`config.mk`:
```
export PLATFORM = sky130hd
export DESIGN_NAME = dbus_mux_n
export DESIGN_NICKNAME = d
export VERILOG_FILES = /design/src/rtl/dbus_mux_n.sv
export SDC_FILE = /design/constraint.sdc
export NUM_CORES = 1
export LEC_CHECK = 0
export CORE_AREA = 2 2 113 115
export DETAILED_ROUTE_END_ITERATION = 6
export DIE_AREA = 0 0 115 117
export DONT_BUFFER_PORTS = 1
export GPL_TIMING_DRIVEN = 0
export PLACE_DENSITY_LB_ADDON = 0.2
export SYNTH_ARGS = -nofsm -noshare
export SYNTH_HDL_FRONTEND = slang
export SYNTH_SLANG_ARGS = --single-unit
```
`constraint.sdc`:
```
create_clock -name clk -period 3.98 [get_ports clk]
set_input_delay 0.398 -clock clk [delete_from_list [all_inputs] [get_ports clk]]
set_output_delay 0.398 -clock clk [all_outputs]
set_load 0.02 [all_outputs]
```
`src/rtl/dbus_mux_n.sv`:
```
// dbus_mux_n: core data-bus demultiplexer onto NUM_SLV address windows.
// Writes complete in the same cycle. Reads wait in RD_WAIT for the selected
// slave's ready flag and return through a one-cycle RESP.
// Optional feature macro: DBUS_TIMEOUT_EN adds a read-wait timeout that
// returns 0xDEADBEEF and raises an error event.
module dbus_mux_n #(
    parameter int unsigned XLEN     = 32,
    parameter int unsigned ADDR_LEN = 16,
    parameter int unsigned SEL_W    = 3,
    parameter int unsigned NUM_SLV  = 4,
    parameter int unsigned TIMEOUT  = 255
) (
    input  logic                        clk,
    input  logic                        rstb,
    input  logic [ADDR_LEN-1:0]         addr,
    input  logic                        rd_req,
    input  logic                        wr_req,
    input  logic [XLEN/8-1:0]           wr_be,
    input  logic [XLEN-1:0]             wr_data,
    output logic                        rd_ready,
    output logic                        wr_ready,
    output logic [XLEN-1:0]             rd_data,
    output logic [ADDR_LEN-SEL_W-1:0]   slv_addr,
    output logic [NUM_SLV-1:0]          slv_wr_en,
    output logic [NUM_SLV-1:0]          slv_rd_en,
    output logic [XLEN/8-1:0]           slv_be,
    output logic [XLEN-1:0]             slv_wr_data,
    input  logic [NUM_SLV*XLEN-1:0]     slv_rd_data,
    input  logic [NUM_SLV-1:0]          slv_rd_ready,
    input  logic                        err_clr,
    output logic                        err_flag,
    output logic [7:0]                  err_cnt
);

    localparam int unsigned OFF_W = ADDR_LEN - SEL_W;

    localparam logic [1:0] S_IDLE    = 2'd0;
    localparam logic [1:0] S_RD_WAIT = 2'd1;
    localparam logic [1:0] S_RESP    = 2'd2;

    // Elaboration-time guard against illegal parameter combinations
    if ((XLEN != 32 && XLEN != 64) || NUM_SLV < 2 || NUM_SLV > (1 << SEL_W) ||
        TIMEOUT < 1 || TIMEOUT > 65535 || SEL_W >= ADDR_LEN) begin : g_bad_param
        $error("dbus_mux_n: illegal parameter combination");
    end

    logic [1:0]        r_state;
    logic [1:0]        w_state_nxt;
    logic [SEL_W-1:0]  w_idx;
    logic [SEL_W-1:0]  r_idx;
    logic              w_mapped;
    logic [XLEN-1:0]   w_sel_data;
    logic              w_sel_rdy;
    logic              w_wr_fire;
    logic              w_rd_fire;
    logic              w_rd_unmap;
    logic              w_rd_cap;
    logic              w_rd_tmo;
    logic              w_tmo;
    logic              w_err_evt;

    assign w_idx       = addr[ADDR_LEN-1 -: SEL_W];
    assign w_mapped    = {1'b0, w_idx} < (SEL_W+1)'(NUM_SLV);
    assign slv_addr    = addr[OFF_W-1:0];
    assign slv_be      = wr_be;
    assign slv_wr_data = wr_data;
    assign rd_ready    = (r_state == S_RESP);

    // Select data and ready flag of the slave latched at read acceptance
    always_comb begin
        w_sel_data = '0;
        w_sel_rdy  = 1'b0;
        for (int i = 0; i < NUM_SLV; i++) begin
            if (r_idx == SEL_W'(i)) begin
                w_sel_data = slv_rd_data[i*XLEN +: XLEN];
                w_sel_rdy  = slv_rd_ready[i];
            end
        end
    end

`ifdef DBUS_TIMEOUT_EN
    logic [15:0] r_tmo_cnt;

    assign w_tmo = ((r_tmo_cnt + 16'd1) == 16'(TIMEOUT));

    // Read-wait cycle counter, restarted whenever a read enters RD_WAIT
    always_ff @(posedge clk or negedge rstb) begin
        if (!rstb) begin
            r_tmo_cnt <= 16'd0;
        end else if (w_rd_fire) begin
            r_tmo_cnt <= 16'd0;
        end else if (r_state == S_RD_WAIT) begin
            r_tmo_cnt <= r_tmo_cnt + 16'd1;
        end
    end
`else
    assign w_tmo = 1'b0;
`endif

    // FSM state register
    always_ff @(posedge clk or negedge rstb) begin
        if (!rstb) begin
            r_state <= S_IDLE;
        end else begin
            r_state <= w_state_nxt;
        end
    end

    // Next-state decode and same-cycle handshake/strobe outputs
    always_comb begin
        w_state_nxt = r_state;
        wr_ready    = 1'b0;
        slv_wr_en   = '0;
        slv_rd_en   = '0;
        w_wr_fire   = 1'b0;
        w_rd_fire   = 1'b0;
        w_rd_unmap  = 1'b0;
        w_rd_cap    = 1'b0;
        w_rd_tmo    = 1'b0;
        case (r_state)
            S_IDLE: begin
                if (wr_req) begin
                    w_wr_fire = 1'b1;
                end else if (rd_req) begin
                    if (w_mapped) begin
                        w_rd_fire   = 1'b1;
                        w_state_nxt = S_RD_WAIT;
                    end else begin
                        w_rd_unmap  = 1'b1;
                        w_state_nxt = S_RESP;
                    end
                end
            end
            S_RD_WAIT: begin
                if (w_sel_rdy) begin
                    w_rd_cap    = 1'b1;
                    w_state_nxt = S_RESP;
                end else if (w_tmo) begin
                    w_rd_tmo    = 1'b1;
                    w_state_nxt = S_RESP;
                end
            end
            S_RESP: begin
                w_state_nxt = S_IDLE;
            end
            default: begin
                w_state_nxt = S_IDLE;
            end
        endcase
        // Strobes are gated by reset so they stay quiet while rstb is low
        wr_ready = rstb & w_wr_fire;
        for (int i = 0; i < NUM_SLV; i++) begin
            slv_wr_en[i] = rstb & w_wr_fire & w_mapped & (w_idx == SEL_W'(i));
            slv_rd_en[i] = rstb & w_rd_fire & (w_idx == SEL_W'(i));
        end
    end

    // Latch the slave index of an accepted read
    always_ff @(posedge clk or negedge rstb) begin
        if (!rstb) begin
            r_idx <= '0;
        end else if (w_rd_fire) begin
            r_idx <= w_idx;
        end
    end

    // Read return data: zero for unmapped, slave data, or timeout pattern
    always_ff @(posedge clk or negedge rstb) begin
        if (!rstb) begin
            rd_data <= '0;
        end else if (w_rd_unmap) begin
            rd_data <= '0;
        end else if (w_rd_cap) begin
            rd_data <= w_sel_data;
        end else if (w_rd_tmo) begin
            rd_data <= {XLEN/32{32'hDEADBEEF}};
        end
    end

    assign w_err_evt = (w_wr_fire & ~w_mapped) | w_rd_unmap | w_rd_tmo;

    // Sticky error flag and saturating error counter; clear wins
    always_ff @(posedge clk or negedge rstb) begin
        if (!rstb) begin
            err_flag <= 1'b0;
            err_cnt  <= 8'd0;
        end else if (err_clr) begin
            err_flag <= 1'b0;
            err_cnt  <= 8'd0;
        end else if (w_err_evt) begin
            err_flag <= 1'b1;
            if (err_cnt != 8'hFF) begin
                err_cnt <= err_cnt + 8'd1;
            end
        end
    end

endmodule

```
==> key figures <==
Run status
  – Status: finished clean

Critical path
  – WS Path Type: flop to output port
  – R2R Path Start: r_idx[1]
  – Crit Path Max Fanout: 9
  – CP cell instances: or2_1 -> buf_6 -> nor4b_4 -> nand3b_1 -> nor3_1
  – Delay-heaviest family, CP: simple AND/OR/NAND/NOR gates
  – Critical path endpoint category: output port
  – Worst setup SP type: flop
  – R2r setup slk: slightly below 2000 ps
  – CP bufs+invs: 1
  – Worst path depth: 5
  – CP max stage delay: roughly 550 ps
  – Worst reg2reg endpoint: rd_data[21]
  – Worst reg2reg path depth: 5
  – Slowest stage cell, crit path: nor3_1
  – Critical Path AT: roughly 2200 ps
  – Worst Path Required: around 3600 ps

CTS
  – CTS Buf Count: 5
  – Resize count post-CTS: 0
  – CTS max path bufs: 2
  – CTS tree: yes
  – Number of clock sinks: 46
  – CTS root buf: clkbuf_16
  – Worst-path clk slew: around 60 ps
  – Worst-skew pair later-pin latency: 300 ps
  – CTS H-tree depth: 2
  – Post-CTS Setup Bufs: 0

Flow run
  – Max-Cap Viols: 0

Layout
  – Layout cell share with drive strength beyond 1: between 40% and 50%
  – N_diodes: 0
  – Fillers: approximately 1300
  – Area growth syn-to-layout: 11.2%
  – Fin cells: a little over 400
  – Design area: ~3500 um2
  – Fin nets: between 400 and 500

GRT
  – Initial antenna violation count: 0
  – Largest net degree at the start of global routing: 47
  – Vias in the first global route: ~2200
  – Total grt overflow: 0
  – Global-route wire length before repair: 13.1 mm
  – Total track usage: a little over an eighth

Timing
  – Slew HR: approximately 57%
  – Max Clock Freq: a little under 400 MHz
  – Max-slew violations: 0
  – RSZ-0062 raised after global routing: no
  – Final Skew: 4.34 ps
  – Sum Neg Setup Slack: 0 ps
  – Period utilisation layout: roughly 64%
  – Final setup viols: 0
  – Smallest setup slack after layout: between 1000 and 1500 ps
  – Slew @ Worst Pin: roughly 650 ps
  – Fin crit period: ~2600 ps
  – Final Hold Fails: 0

Detailed routing
  – Routed via count: 2225
  – Vias/cell: between 5 and 6
  – DRT iter0 DRCs: ~130
  – WL final: approximately 9.5 mm
  – WL per Instance: around 23 um
  – Post-DRT Antenna Nets: 0
  – Drt drc: 0
  – Pre-antenna DRT Iters: 4

Power
  – P per Cell Area: 666 nW/um2
  – Power Total: 2.36 mW
  – Leak: 1.44 nW
  – Maximum VDD drop: between 150 and 200 uV

Floorplanning
  – Die W: between 100 and 150 um
  – Die area: approximately 13000 um2
  – Chip height: around 120 um
  – Ports: approximately 290
  – Starting density of the core: between 20 and 30%
  – Core area: 12300 um2
  – Row cnt: between 40 and 50

Logic synthesis
  – Post-synthesis average cell area: roughly 13 um2
  – Sequential-to-total area share from yosys stat: 36.1%
  – Synthesized instance count: between 200 and 300
  – Synth Register Bits: between 40 and 50
  – Syn Nets: between 400 and 500
  – Yosys cell types: 39
  – Yosys warns: 0
  – Mapped Area: approximately 3200 um2

Placement
  – Place WS: ~1700 ps
  – IO Port Bufs: 0
  – Post-DP HPWL: about 7.2 mm
  – Dpl cells: between 400 and 500
  – Post-DP Area: between 3000 and 4000 um2
  – Routability cong.: between 0.7 and 0.8

Min path
  – Hold Path End: r_idx[1]
  – Worst Min Path Start: addr[14]
  – Worst Hold Class: input pin to flop
  – Hold-critical path depth: 1
-- synth_stat cells (all sizes together) --
library cell / number / area share, %
a32o: 32 / 10
a31o: 1 / 0.27
nand3b: 1 / 0.24
clkbuf: 9 / 1.1
and4: 2 / 0.55
and3: 1 / 0.20
nor4b: 1 / 0.75
mux4: 32 / 23
or3: 1 / 0.20
inv: 2 / 0.24
and4bb: 1 / 0.39
a41oi: 1 / 0.27
mux2: 2 / 0.71
mux2i: 4 / 1.3
a21oi: 1 / 0.16
a2111oi: 2 / 0.94
nand2b: 6 / 1.2
xnor2: 3 / 0.82
or2: 2 / 0.39
and4b: 1 / 0.31
ha: 1 / 0.39
buf: 59 / 14
nand3: 2 / 0.31
dfrtp: 46 / 36
o22ai: 1 / 0.39
a31oi: 1 / 0.20
nand2: 4 / 0.47
o21ai: 1 / 0.16
a211oi: 1 / 0.39
nor4: 1 / 0.20
nor2: 18 / 2.1
nor3: 7 / 1.6
o21bai: 1 / 0.24
nor2b: 4 / 0.78
-- kinds of logic (layout without fill, tap and decap cells) --
family                     Yosys count  in the layout  synth area share, %
DFF                                 46             46                 36.1
adders and majority gates            1              1                0.392
buffers and inverters               70             79                 15.3
AOI/OAI and AO/OA                   42             42                 13.1
muxes                               38             38                 24.6
xor gates and xnor gates             3              3                0.824
and+or+nand+nor                     52             52                 9.69
-- routing by layer --
layer | GRT usage (%) | wire, um
met1 | 15.6 | 3440
met2 | 23.4 | 4960
met3 | 5.20 | 990
met4 | 3.37 | 92
met5 | 0 | 0
-- flip-flops by register name, indices dropped and copies added, names as in the netlist --
name	count
err_flag	1
rd_data	32
r_idx	3
err_cnt	8
r_state	2
-- what timing repair did --
action / in CTS / in global routing
hold buffers: 2 / 0
endpoints found under the setup margin: 0 / 0
hold endpoints to repair: 46 / 0
-- cell usage in the layout (no fill, tap or decap), drive strengths merged, types with 3 or more instances in the layout --
cell type,synthesis,routed
nand2,4,4
xnor2,3,3
mux2i,4,4
clkbuf,9,16
dfrtp,46,46
nor2,18,18
a32o,32,32
nand2b,6,6
mux4,32,32
nor3,7,7
nor2b,4,4
buf,59,60
-- how the worst max path moves through the flow --
stage | start | to | slack (ps)
floorplan | r_state[1] | slv_rd_en[0] | 1920
CTS | r_state[0] | slv_rd_en[0] | 1380
detailed placement | r_state[1] | slv_rd_en[0] | 1730
global route | r_state[0] | slv_rd_en[0] | 1280
global placement | r_state[1] | slv_rd_en[0] | 1740
finish | r_state[0] | slv_rd_en[0] | 1420
-- through the flow --
stage	hold slack [ps]	utilization [%]
floorplan	102	-
global placement	104	27.4
detailed placement	104	27.4
CTS	245	28.8
global route	253	28.8
finish	257	28.8
-- power breakdown --
| group | switching, mW | total [mW] | leakage (nW) | internal, mW |
|---|---|---|---|---|
| registers | 0.215 | 0.803 | 0.612 | 0.588 |
| logic | 0.585 | 1.14 | 0.760 | 0.558 |
| clock network | 0.183 | 0.414 | 0.0640 | 0.230 |
| total | 0.983 | 2.36 | 1.44 | 1.38 |
-- layout make-up --
class                   count  area [um2]  area share (%)
multi-input cells         136        1550            43.6
inverters                   2        7.51           0.212
well taps                 150         188            5.29
repair buffers              2        37.5            1.06
flip-flops and latches     46        1150            32.5
clock buffers               7         133            3.74
plain buffers              68         482            13.6
No activity file was read; power rests on OpenSTA's default activity.
